$ cat src/rtl/riscv_hwlp_pkg.sv
// Shared encodings for the RI5CY hardware-loop scheduler: readback selects,
// write-enable bit positions and scheduler states.
package riscv_hwlp_pkg;

    localparam logic [1:0] HWLP_SEL_START = 2'd0;
    localparam logic [1:0] HWLP_SEL_END   = 2'd1;
    localparam logic [1:0] HWLP_SEL_CNT   = 2'd2;
    localparam logic [1:0] HWLP_SEL_STATS = 2'd3;

    localparam int HWLP_WE_START = 0;
    localparam int HWLP_WE_END   = 1;
    localparam int HWLP_WE_CNT   = 2;

    typedef enum logic {
        IDLE     = 1'b0,
        DEC_PEND = 1'b1
    } hwlp_state_e;

endpackage

$ cat src/rtl/riscv_hwlp_match.sv
// End-of-loop match for one register set. A count of 2 whose decrement is
// already pending is effectively 1, so it must not trigger another jump.
module riscv_hwlp_match
    import riscv_hwlp_pkg::*;
#(
    parameter int CNT_W = 32
) (
    input  logic [31:0]      pc_i,
    input  logic [31:0]      end_i,
    input  logic [CNT_W-1:0] cnt_i,
    input  logic             pend_hit_i,
    output logic             match_o
);

    logic cnt_ge3;
    logic cnt_eq2;

    assign cnt_ge3 = cnt_i >= CNT_W'(3);
    assign cnt_eq2 = cnt_i == CNT_W'(2);
    assign match_o = (pc_i == end_i) && (cnt_ge3 || (cnt_eq2 && !pend_hit_i));

endmodule

$ cat src/rtl/riscv_hwlp_sched.sv
// Hardware-loop register bank and jump scheduler for the RI5CY ID stage.
// Optional per-set jump statistics are enabled by defining RISCV_HWLP_STATS_EN.
//
// state    | meaning
// IDLE     | no counter decrement outstanding
// DEC_PEND | cnt[pend_id] decrements at the end of this cycle unless killed
module riscv_hwlp_sched
    import riscv_hwlp_pkg::*;
#(
    parameter int N_REGSETS = 2,
    parameter int CNT_W     = 32
) (
    input  logic                         clk,
    input  logic                         rst,
    input  logic [31:0]                  current_pc_i,
    input  logic                         id_accept_i,
    input  logic                         kill_i,
    input  logic [2:0]                   hwlp_we_i,
    input  logic [$clog2(N_REGSETS)-1:0] hwlp_regid_i,
    input  logic [31:0]                  hwlp_wdata_i,
    input  logic [$clog2(N_REGSETS)-1:0] hwlp_raddr_i,
    input  logic [1:0]                   hwlp_rsel_i,
    output logic [31:0]                  hwlp_rdata_o,
    output logic                         hwlp_jump_o,
    output logic [31:0]                  hwlp_targ_addr_o,
    output logic [N_REGSETS-1:0]         hwlp_active_o
);

    localparam int RID_W = $clog2(N_REGSETS);

    logic [31:0]      start_q [N_REGSETS];
    logic [31:0]      start_d [N_REGSETS];
    logic [31:0]      end_q   [N_REGSETS];
    logic [31:0]      end_d   [N_REGSETS];
    logic [CNT_W-1:0] cnt_q   [N_REGSETS];
    logic [CNT_W-1:0] cnt_d   [N_REGSETS];

    hwlp_state_e      state_q, state_d;
    logic [RID_W-1:0] pend_id_q, pend_id_d;

    logic [N_REGSETS-1:0] match;
    logic [RID_W-1:0]     winner;
    logic                 take;
    logic                 dec_en;
    logic                 wr_ok;
    logic                 rd_ok;

    for (genvar g = 0; g < N_REGSETS; g++) begin : g_set
        riscv_hwlp_match #(.CNT_W(CNT_W)) u_match (
            .pc_i       (current_pc_i),
            .end_i      (end_q[g]),
            .cnt_i      (cnt_q[g]),
            .pend_hit_i ((state_q == DEC_PEND) && (pend_id_q == RID_W'(g))),
            .match_o    (match[g])
        );
        assign hwlp_active_o[g] = cnt_q[g] != '0;
    end

    // Out-of-range set ids only exist when N_REGSETS is not a power of two.
    if ((2 ** RID_W) == N_REGSETS) begin : g_full_idx
        assign wr_ok = 1'b1;
        assign rd_ok = 1'b1;
    end else begin : g_part_idx
        assign wr_ok = 32'(hwlp_regid_i) < 32'(N_REGSETS);
        assign rd_ok = 32'(hwlp_raddr_i) < 32'(N_REGSETS);
    end

    always_comb begin
        winner = '0;
        for (int i = N_REGSETS - 1; i >= 0; i--) begin
            if (match[i]) winner = RID_W'(i);
        end
    end

    assign hwlp_jump_o      = |match;
    assign hwlp_targ_addr_o = hwlp_jump_o ? start_q[winner] : 32'd0;
    assign take             = hwlp_jump_o & id_accept_i & ~kill_i;
    assign dec_en           = (state_q == DEC_PEND) & ~kill_i;

    always_comb begin
        state_d   = state_q;
        pend_id_d = pend_id_q;
        case (state_q)
            IDLE: begin
                if (take) begin
                    state_d   = DEC_PEND;
                    pend_id_d = winner;
                end
            end
            DEC_PEND: begin
                if (take) pend_id_d = winner;
                else      state_d   = IDLE;
            end
            default: state_d = IDLE;
        endcase
    end

    // Writes are applied after the decrement so a same-cycle counter write wins.
    always_comb begin
        start_d = start_q;
        end_d   = end_q;
        cnt_d   = cnt_q;
        if (dec_en && (cnt_q[pend_id_q] != '0)) begin
            cnt_d[pend_id_q] = cnt_q[pend_id_q] - CNT_W'(1);
        end
        if (wr_ok) begin
            if (hwlp_we_i[HWLP_WE_START]) start_d[hwlp_regid_i] = hwlp_wdata_i;
            if (hwlp_we_i[HWLP_WE_END])   end_d[hwlp_regid_i]   = hwlp_wdata_i;
            if (hwlp_we_i[HWLP_WE_CNT])   cnt_d[hwlp_regid_i]   = hwlp_wdata_i[CNT_W-1:0];
        end
    end

    always_ff @(posedge clk) begin
        if (rst) begin
            for (int i = 0; i < N_REGSETS; i++) begin
                start_q[i] <= '0;
                end_q[i]   <= '0;
                cnt_q[i]   <= '0;
            end
            state_q   <= IDLE;
            pend_id_q <= '0;
        end else begin
            start_q   <= start_d;
            end_q     <= end_d;
            cnt_q     <= cnt_d;
            state_q   <= state_d;
            pend_id_q <= pend_id_d;
        end
    end

`ifdef RISCV_HWLP_STATS_EN
    logic [15:0] stats_q [N_REGSETS];
    logic [15:0] stats_d [N_REGSETS];

    always_comb begin
        stats_d = stats_q;
        if (take) stats_d[winner] = stats_q[winner] + 16'd1;
        if (wr_ok && hwlp_we_i[HWLP_WE_CNT]) stats_d[hwlp_regid_i] = '0;
    end

    always_ff @(posedge clk) begin
        if (rst) begin
            for (int i = 0; i < N_REGSETS; i++) stats_q[i] <= '0;
        end else begin
            stats_q <= stats_d;
        end
    end
`endif

    always_comb begin
        hwlp_rdata_o = '0;
        if (rd_ok) begin
            case (hwlp_rsel_i)
                HWLP_SEL_START: hwlp_rdata_o = start_q[hwlp_raddr_i];
                HWLP_SEL_END:   hwlp_rdata_o = end_q[hwlp_raddr_i];
                HWLP_SEL_CNT:   hwlp_rdata_o = 32'(cnt_q[hwlp_raddr_i]);
`ifdef RISCV_HWLP_STATS_EN
                HWLP_SEL_STATS: hwlp_rdata_o = 32'(stats_q[hwlp_raddr_i]);
`else
                HWLP_SEL_STATS: hwlp_rdata_o = '0;
`endif
            endcase
        end
    end

endmodule

$ cat config.mk
export PLATFORM = sky130hd
export DESIGN_NAME = riscv_hwlp_sched
export DESIGN_NICKNAME = d
export VERILOG_FILES = /design/src/rtl/riscv_hwlp_pkg.sv /design/src/rtl/riscv_hwlp_match.sv /design/src/rtl/riscv_hwlp_sched.sv
export SDC_FILE = /design/constraint.sdc
export NUM_CORES = 1
export LEC_CHECK = 0
export BUFFER_PORTS_ARGS = -buffer_cell sky130_fd_sc_hd__buf_2
export CAP_MARGIN = 0
export CORE_ASPECT_RATIO = 0.7
export CORE_UTILIZATION = 64
export DETAILED_ROUTE_END_ITERATION = 7
export HOLD_SLACK_MARGIN = 0.15
export PLACE_DENSITY = 0.87
export SLEW_MARGIN = 40
export SYNTH_ARGS = -nofsm -noshare
export SYNTH_HDL_FRONTEND = slang
export SYNTH_HIERARCHICAL = 1
export SYNTH_SLANG_ARGS = --single-unit
$ cat constraint.sdc
create_clock -name clk -period 10.6 [get_ports clk]
set_clock_uncertainty 0.05 [all_clocks]
set_input_delay 1.59 -clock clk [delete_from_list [all_inputs] [get_ports clk]]
set_output_delay 1.59 -clock clk [all_outputs]
set_load 0.01 [all_outputs]
* Word-level counts from Yosys, hierarchy flattened
Cells that the tools add are included.
** Cells by class
- Add/subtract/negate cells :: 1
- Reduce and logical (&&, ||, !) cells :: 18
- Muxes and demuxes :: 31
- Order comparisons :: 8
- Equal/unequal tests :: 7
- Bitwise gates (word level) :: 9
** Operators with widths (number)
- $mux 32 :: 18
- $bwmux 64 :: 4
- $mux 64 :: 2
- $pmux 32 s4 :: 1
- $reduce_bool 32->1 :: 3
- $demux 32 s1 :: 2
- $eq 32x2->1 const B :: 2
- $eq 32x32->1 :: 2
- $ge 32x2->1 const B :: 2
- $sub 32x1->32 const B :: 1
- $logic_and 1x1->1 :: 9
- $ge 2x2->1 const B :: 4
- $not 1->2 :: 4
- $eq 2x2->1 const B :: 2
- $lt 2x1->1 const B :: 2
- $mux 1 :: 4
- $and 1x1->1 :: 3
- $eq 2x1->1 const B :: 1
- $logic_not 1->1 :: 2
- $logic_not 2->1 :: 1
- $logic_or 1x1->1 :: 2
- $not 1->1 :: 2
- $reduce_or 2->1 :: 1
** Word-level totals
- Logic and storage cells :: 82
- Output and inout port bits :: 67
- Register bits after elaboration :: 194
- Bits of input ports :: 75

* Longest topological paths before layout
- Depth after elaboration :: 12
- Gate-level depth with buffers :: 14
- Mapped depth without buffers :: 7

* Cells and area by module
The synthesis kept the hierarchy.
** By module, submodules not included
- riscv_hwlp_sched :: area an instance 10799.1 µm², seq. area each 3883.7 µm², times used 1, cells an instance 1416
- riscv_hwlp_match :: area an instance 456.7 µm², seq. area each 0.0 µm², times used 2, cells an instance 56

* Worst setup path before layout
No wires, ideal clock.
- Kind :: input to output
- From :: input hwlp_rsel_i[1]
- To :: output hwlp_rdata_o[0]
- Buffers on the path :: 3
- Setup slack :: 5550 ps
- Arrival :: 3410 ps
- Stages on the path :: 7
- Path through :: clkbuf_1 > clkbuf_1 > buf_1 > mux2i_1 > nor2_1 > a21oi_1 > a21oi_1
** Between the ends
- Word-level cells in the longest chain between the ends :: 2
** RTL lines
- start, declared :: line riscv_hwlp_sched.sv:22 : input logic [1:0] hwlp_rsel_i,
- $eq 2x2->1, or another cell as far along :: line riscv_hwlp_sched.sv:153 : case (hwlp_rsel_i)
- $pmux 32 s4 * :: line riscv_hwlp_sched.sv:153
- end, declared :: line riscv_hwlp_sched.sv:23 : output logic [31:0] hwlp_rdata_o,
Mark *: on every way between the ends. The rest lies on a longest branch, timed or not.

* Worst setup path after layout
- From :: input current_pc_i[28]
- To :: output hwlp_targ_addr_o[19]
** RTL lines
- start, declared :: line riscv_hwlp_sched.sv:15 : input logic [31:0] current_pc_i,
- $eq 32x32->1 * :: line riscv_hwlp_match.sv:20 : assign match_o = (pc_i == end_i) && (cnt_ge3 || (cnt_eq2 && !pend_hit_i));
- $logic_and 1x1->1 * :: line riscv_hwlp_match.sv:20
- net match[0] :: line riscv_hwlp_sched.sv:41 : logic [N_REGSETS-1:0] match;
- $mux 1 :: line riscv_hwlp_sched.sv:71 : if (match[i]) winner = RID_W'(i);
- $not 1->2 (not written as such) :: line riscv_hwlp_sched.sv:76 : assign hwlp_targ_addr_o = hwlp_jump_o ? start_q[winner] : 32'd0;
- $mux 32 (not written as such) (3 in a row) :: line riscv_hwlp_sched.sv:76
- $mux 32 * :: line riscv_hwlp_sched.sv:76
- end, declared :: line riscv_hwlp_sched.sv:25 : output logic [31:0] hwlp_targ_addr_o,
The timed path passes the listed nets; every way through them passes the cells marked *. The select of a mux whose other input is x is not followed.

==> run summary <==
status = complete, no violations
RSZ-0062 raised after global routing = false
Initial Util = 0.669
Max Cap Viol = 0
RR Startpoint = pend_id_q
core outline area = 17,500 um2
Initial DRC Count = 2,413
CTS tree = done
DRT Pass-1 Iters = 6
CTS root buf = clkbuf_16
post-CTS sizing = 0
mux cell area share after synthesis = 0.0924
Max transition margin = 0.392
sequential area share after synthesis = 0.332
final setup fails = 0
peak fanout along the critical path = 56
gpl congestion = 1.00
row cnt = 40
Setup TNS = 0 ps
clock slew at reported path FFs = 70 ps
Crit Path Category = in -> out
final design utilization = 0.744
Avg WL per Cell = 22.9 um
total CTS buffers = 17
Port Buffers = 141
Period minus WS final = 5580 ps
Syn Nets = 1,605
HP Start = start_q[16]
DR vias = 12,700
first-pass GRT wire length = 63.9 mm
biggest area consumer among synthesized cells = dfxtp_1
# DRC = 0
routed vias/inst = 6.94
share of post-route cells with drive strength above 1 = 0.158
CTS H-tree lvls = 4
mean area per synthesized cell = 7.67 um2
synth unique cells = 74
Post-Syn Area = 11,700 um2
Synth Area in Adders = 0.00214
hold crit path type = reg -> reg
crit start category = primary input
f_max = 0.179 GHz
post-detail-place hpwl = 29.1 mm
Hold Fails Final Rpt = 0
ANT nets after route = 0
area grow syn2layout = 11.3%
Post-Layout Cell Count = 1,835
clock buffer depth = 2
Post-synth EDFFs = 0
GR Overflow Total = 0
maximum vdd drop = 0.0744 mV
Post-Route WL = 42.0 mm
vias in the first global route = 11,500
Seq cells post-synth = 194
post-synth top area share = 0.332
ranking of synthesized cells by area = dfxtp_1 33%, nand2_1 11%, a21oi_1 6.8%, xor2_1 5.7%, mux2i_1 5.3%
CP arrival = 3940 ps
Worst-Skew Late Latency = 440 ps
Power Dens Cells = 137 nW/um2
Tot GR Track Use = 0.447
Synth top cells by count = 357 x nand2_1, 194 x dfxtp_1, 158 x a21oi_1
Synth Area in Simple Gates = 0.273
most common cell in the netlist = nand2_1
Die Height = 115 um
Warnings, synthesis = 6
ys flop type = dfxtp_1
# placed instances = 1,802
worst-margin pin slew = 910 ps
die width = 164 um
initial antenna violation count = 0
Leakage = 4.95 nW
Compound-Gate Fraction of Synth Area = 0.185
max-slew violations = 0
CTS Hold Bufs = 0
Setup Buffers After CTS = 0
hold slack final = 423 ps
crit end category = primary output
largest net degree at the start of global routing = 120
clock sink count = 194
xor/xnor share of the synthesized area = 0.0651
Setup crit start = current_pc_i[28]
main combinational cell family by area after synthesis = simple AND/OR/NAND/NOR gates
n_diodes = 0
Worst Path Required = 8960 ps
Final Cycle Share = 0.526
asr flop ratio synth = 0
Nets = 1,669
Top Ports = 142
Cells after Synth = 1,528
die footprint = 18,900 um2
[layer usage]
| layer | wire length, um | global-route usage |
|---|---|---|
| met3 | 6110 | 0.0898 |
| met5 | 0 | 0 |
| met1 | 15600 | 0.605 |
| met4 | 2420 | 0.240 |
| met2 | 17800 | 0.675 |
[where the power goes]
part | total [mW] | switching [mW] | internal [mW]
Sequential | 0.824 | 0.0578 | 0.766
Clock | 0.642 | 0.311 | 0.331
Combinational | 0.322 | 0.205 | 0.117
Total | 1.79 | 0.574 | 1.21
[cell usage in the layout (no fill, tap or decap), types with 10 or more instances in the layout]
master / netlist / layout
a211oi_1: 27 / 27
a21oi_1: 158 / 158
a311oi_1: 19 / 19
buf_2: 3 / 140
buf_4: 2 / 21
clkbuf_16: 0 / 17
dfxtp_1: 194 / 193
inv_1: 24 / 24
mux2i_1: 62 / 62
mux4_2: 20 / 20
nand2_1: 357 / 356
nand3_1: 16 / 16
nand4_1: 12 / 12
nand4b_1: 12 / 12
nor2_1: 91 / 91
nor3_1: 32 / 32
nor4_1: 47 / 47
o211ai_1: 11 / 11
o21ai_0: 38 / 38
o21ai_1: 13 / 13
o221ai_1: 10 / 10
o22ai_1: 24 / 24
or3_1: 27 / 27
xnor2_1: 11 / 11
xor2_1: 76 / 76
[final timing paths]
path | cells after the start | end | slack (ps)
max | 9 | hwlp_targ_addr_o[19] | 5020
min | 2 | start_q[16] | 420
max reg2reg | 8 | cnt_q[43] | 6750
min reg2reg | 2 | start_q[16] | 420
[layout make-up]
| class | count | area (um2) |
|---|---|---|
| sequential | 194 | 3880 |
| clock buffer | 17 | 425 |
| multi-input combinational | 1188 | 7260 |
| clock inverter | 14 | 144 |
| inverter | 25 | 93.8 |
| timing repair buffer | 166 | 935 |
| fill | 1384 | 4490 |
| tap | 231 | 289 |
[registers in the layout, summed over array words and instances (netlist names)]
register and cells:
cnt_q 64, end_q 64, pend_id_q 1, start_q 64, state_q 1
[cell families (layout without fill, tap and decap cells)]
| logic type | after synthesis | in the layout |
|---|---|---|
| flip-flops | 194 | 194 |
| AND/OR/NAND/NOR | 672 | 672 |
| adder cells (fa/ha/maj) | 2 | 2 |
| XOR/XNOR | 87 | 87 |
| multiplexers | 83 | 83 |
| AO/OA/AOI/OAI | 344 | 344 |
| buffers and inverters | 146 | 222 |
[per-stage QoR]
stage	power (mW)	worst slack (ps)	cell area (um2)
6_report	1.79	5020	13000
5_1_grt	1.84	4940	13000
3_5_place_dp	1.14	5080	12400
3_3_place_gp	1.13	5170	12400
2_1_floorplan	1.02	5550	11700
4_1_cts	1.76	5080	13000
[worst max-delay path, cell delays in order]
cell and delay, ps:
buf_2 120, xor2_1 150, nor4_2 460, nand4_1 260, nor3_4 400, buf_4 530
nand2_1 90, o21ai_0 140, buf_2 190
Power figures use the tool's default switching activity.
